[src/rtl/rr_arbiter4.sv]
// Four-way round-robin arbiter with a per-tenure hold limit.
// The one-hot grant is decoded from a registered winner index, so no req-to-output path exists.
module rr_arbiter4 #(
    parameter int MAX_HOLD = 8,
    parameter int CNT_W    = 4
) (
    input  logic       clk,
    input  logic       rst_n,
    input  logic [3:0] req,
    output logic [3:0] grant,
    output logic [1:0] grant_idx,
    output logic       busy,
    output logic       timeout
);

    typedef enum logic {
        IDLE  = 1'b0,
        GRANT = 1'b1
    } state_t;

    state_t             state, state_next;
    logic [1:0]         grant_idx_next;
    logic [1:0]         last_idx, last_idx_next;
    logic [CNT_W-1:0]   hold_cnt, hold_cnt_next;
    logic               timeout_next;

    localparam logic [CNT_W-1:0] HOLD_LIMIT = CNT_W'(MAX_HOLD);
    localparam logic [CNT_W-1:0] HOLD_ONE   = CNT_W'(1);

    // Scan p+1, p+2, p+3 and finally p itself; the lowest offset that requests wins.
    function automatic logic [1:0] pick(input logic [1:0] p, input logic [3:0] r);
        logic [1:0] idx;
        pick = p;
        for (int k = 3; k >= 1; k--) begin
            idx = p + 2'(k);
            if (r[idx]) begin
                pick = idx;
            end
        end
    endfunction

    always_ff @(posedge clk or negedge rst_n) begin
        if (!rst_n) begin
            state     <= IDLE;
            grant_idx <= 2'd0;
            last_idx  <= 2'd3;
            hold_cnt  <= '0;
            timeout   <= 1'b0;
        end else begin
            state     <= state_next;
            grant_idx <= grant_idx_next;
            last_idx  <= last_idx_next;
            hold_cnt  <= hold_cnt_next;
            timeout   <= timeout_next;
        end
    end

    // A release takes priority over the hold limit, so a dropping owner never raises timeout.
    always_comb begin
        state_next     = state;
        grant_idx_next = grant_idx;
        last_idx_next  = last_idx;
        hold_cnt_next  = hold_cnt;
        timeout_next   = 1'b0;

        unique case (state)
            IDLE: begin
                if (req != 4'b0000) begin
                    grant_idx_next = pick(last_idx, req);
                    hold_cnt_next  = HOLD_ONE;
                    state_next     = GRANT;
                end
            end
            GRANT: begin
                if (!req[grant_idx]) begin
                    last_idx_next = grant_idx;
                    if (req != 4'b0000) begin
                        grant_idx_next = pick(grant_idx, req);
                        hold_cnt_next  = HOLD_ONE;
                    end else begin
                        state_next = IDLE;
                    end
                end else if (hold_cnt == HOLD_LIMIT) begin
                    last_idx_next  = grant_idx;
                    timeout_next   = 1'b1;
                    grant_idx_next = pick(grant_idx, req);
                    hold_cnt_next  = HOLD_ONE;
                end else begin
                    hold_cnt_next = hold_cnt + HOLD_ONE;
                end
            end
            default: begin
                state_next = IDLE;
            end
        endcase
    end

    assign busy  = (state == GRANT);
    assign grant = busy ? (4'b0001 << grant_idx) : 4'b0000;

endmodule

[config.mk]
export PLATFORM = sky130hd
export DESIGN_NAME = rr_arbiter4
export DESIGN_NICKNAME = d
export VERILOG_FILES = /design/src/rtl/rr_arbiter4.sv
export SDC_FILE = /design/constraint.sdc
export NUM_CORES = 1
export LEC_CHECK = 0
export CORE_MARGIN = 2
export CORE_UTILIZATION = 45
export CTS_CLUSTER_SIZE = 14
export DETAILED_ROUTE_END_ITERATION = 10
export HOLD_SLACK_MARGIN = 0.08
export PLACE_DENSITY = 0.72
export SYNTH_ARGS = -nofsm -noshare
export SYNTH_HDL_FRONTEND = slang
export SYNTH_SLANG_ARGS = --single-unit
[constraint.sdc]
create_clock -name clk -period 2.2 [get_ports clk]
set_input_delay 0.44 -clock clk [delete_from_list [all_inputs] [get_ports clk]]
set_output_delay 0.44 -clock clk [all_outputs]
set_load 0.02 [all_outputs]
==> impl_metrics.ini, run 1 <==
[sta]
period_minus_slack_ns = 2.057
setup_viol = 0
whs_ns = 0.4845
rsz0062_at_grt = no
fmax_mhz = 486.3
finalCritPeriodShare_pct = 93.48
worstMarginPinSlew_ns = 0.4517
tns_ns = 0
fin_skew_ns = 0.003768
slew_viol_final = 0
finalHoldViolations = 0
max_slew_margin_pct = 69.79

[finish]
diodes = 0
layout-drive-gt1-share_pct = 24.32
layout.nets = 124
area_delta_synth_final_pct = 26.16
finish.utilization_pct = 61.91
fillers = 149

[die]
initial_core_util_pct = 49.08
die_y_microns = 47.87
rows = 15
die-area_sq_um = 2291
pin_count = 14
core_area_sq_um = 1764
die_w_microns = 47.87

[yosys]
synth.most_common_cell = inv_1
ys_top_cells_by_count = inv_1, dfrtp_1, a21oi_1
synth_area_per_cell_sq_um = 9.620
synth_top_area_share_pct = 23.12
synth.area.mux_share_pct = 10.69
yosys_warnings = 0
synth_simple_gate_area_share_pct = 17.49
synthFlopType = dfrtp_1
ys_seq_elements = 10
yosysUniqueCellTypes = 40
synth-async-reset-ratio_pct = 100.0
synthesis.area_sq_um = 865.8
synth-compound-area-share_pct = 21.82
synth_edf_count = 0
seq_area_frac_synth_pct = 29.19
synth_top_cell_by_area = dfrtp_1
syn_nets = 102
synth_xor_area_share_pct = 1.012
netlist_top_cells_area = dfrtp_1, ha_1, dfstp_2, buf_6, mux4_2
synth_top_family_by_area = compound AO/OA/AOI/OAI gates
synth_cells = 90
synth-adder-area-share_pct = 8.671

[detailed_routing]
first_pass_iters = 4
routedWlPerCell_microns = 12.74
wirelength_mm = 1.732
ant_nets = 0
vias = 731
drt_iter0_markers = 19
drc = 0
via_per_inst = 5.375

[run_status]
status = finished clean

[critical_path]
critPathTopFamily = buffers and inverters
crit_required_ns = 1.76
path_max_fanout = 13
startpoint_type = flop
crit_buf_inv = 1
end_kind = output port
arrival_ns = 1.62
critPathKind = flop to output port
max_stage_delay_ns = 0.59
cpMaxStageDelayCell = clkdlybuf4s50_1
path_cells = and2_1, clkdlybuf4s50_1

[global_route]
grt_pass1_wl_mm = 2.911
antenna_found_initial = 0
track_usage_pct = 18.52
grt_pass1_vias = 666
grt_max_degree = 14
overflow = 0

[pwr]
ir_drop_uv = 750.7
finalPower_uw = 1365
p_per_area_nw_per_um2 = 1250
p_leak_uw = 0.0005160

[clocking]
hold_buffers = 0
clockRootBuffer = clkbuf_4
ctsResizeCount = 0
htree_levels = 1
clk_pin_slew_ns = 0.07
clock-sinks = 10
clock_path_buffers = 2
cts_buffers = 3
cts_tree = built
clk_latency_ns = 0.27
cts_post_setup_buffers_inserted = 0

[worst_hold_path]
hold_path.class = input port to async pin

[placed_design]
port_buffers = 13
routabilityCongestion = 0.7877
dp_hpwl_mm = 1.331

[run]
cap_violations = 0
## flip-flops by register name, summed over array words and instances (netlist names)
name and count:
hold_cnt 4, grant_idx 2, last_idx 2, busy 1
timeout 1
## cell type report
class	count	area (sq um)	share of cell area [%]
multi-input cells	64	516.7	47.31
flip-flops and latches	10	254.0	23.25
repair buffers	24	220.2	20.16
clock buffers	4	36.28	3.322
inverters	9	33.78	3.093
well taps	25	31.28	2.864
## where the power goes
| group | internal (uW) | switching, uW |
|---|---|---|
| registers | 270 | 84.2 |
| logic | 450 | 396 |
| clock network | 101 | 64.8 |
## cells in the final DEF (no fill, tap or decap), types with 2 or more instances in the layout
cell | Yosys | routed
a21oi_1 | 7 | 7
and2_1 | 4 | 4
buf_4 | 1 | 11
clkbuf_4 | 0 | 3
clkdlybuf4s50_1 | 0 | 10
dfrtp_1 | 8 | 7
dfstp_2 | 2 | 2
dlymetal6s2s_1 | 0 | 3
ha_1 | 6 | 6
inv_1 | 9 | 9
mux4_2 | 2 | 2
nand2_1 | 5 | 5
nand2b_1 | 3 | 3
nand3_1 | 2 | 2
nor2_1 | 3 | 3
nor3b_1 | 2 | 2
o21ai_0 | 5 | 5
o221ai_1 | 2 | 2
## stage by stage
step | std cells | instance area, sq um | worst slack (ns)
2_1_floorplan | 90 | 865.8 | 0.1681
3_3_place_gp | 132 | 1047 | -0.03222
3_5_place_dp | 132 | 1047 | -0.09734
4_1_cts | 136 | 1084 | 0.004754
5_1_grt | 136 | 1092 | 0.04685
6_report | 136 | 1092 | 0.1435
## cell families after synthesis
logic type      after synthesis
compound gates               26
simple gates                 26
buf+inv                      16
flops                        10
fa+ha+maj                     6
mux                           5
xor+xnor                      1
## path summary, 6_finish.rpt
kind                                endpoint  cells past startpoint          from  slack, ns
worst max-delay path                grant[3]                      2          busy       0.14
worst min register to register   hold_cnt[2]                      1   hold_cnt[2]       0.52
worst min-delay path                 timeout                      1         rst_n       0.48
worst max register to register  grant_idx[1]                      5  grant_idx[0]       0.21
max in group asynchronous        last_idx[1]                      1         rst_n       1.38
min in group clk                 hold_cnt[2]                      1   hold_cnt[2]       0.52
## layer usage
layer | part of all wire, % | up-vias | track usage, %
met2 | 47 | 20 | 27.20
li1 | - | 372 | -
met1 | 48 | 337 | 25.23
met4 | 0.81 | 0 | 6.486
met3 | 4.1 | 2 | 6.415
met5 | 0 | - | 0
Power figures use the tool's default switching activity.
==> inputs of run 2 (changes only) <==
CAP_MARGIN = 40   (was not set)
==> results of run 2 <==
Same layout as run 1: the final DEF is identical, and so are final timing and power.
==> inputs of run 3 (changes only) <==
CAP_MARGIN = 20   (was 40)
==> results of run 3 <==
Same layout as run 1: the final DEF is identical, and so are final timing and power.
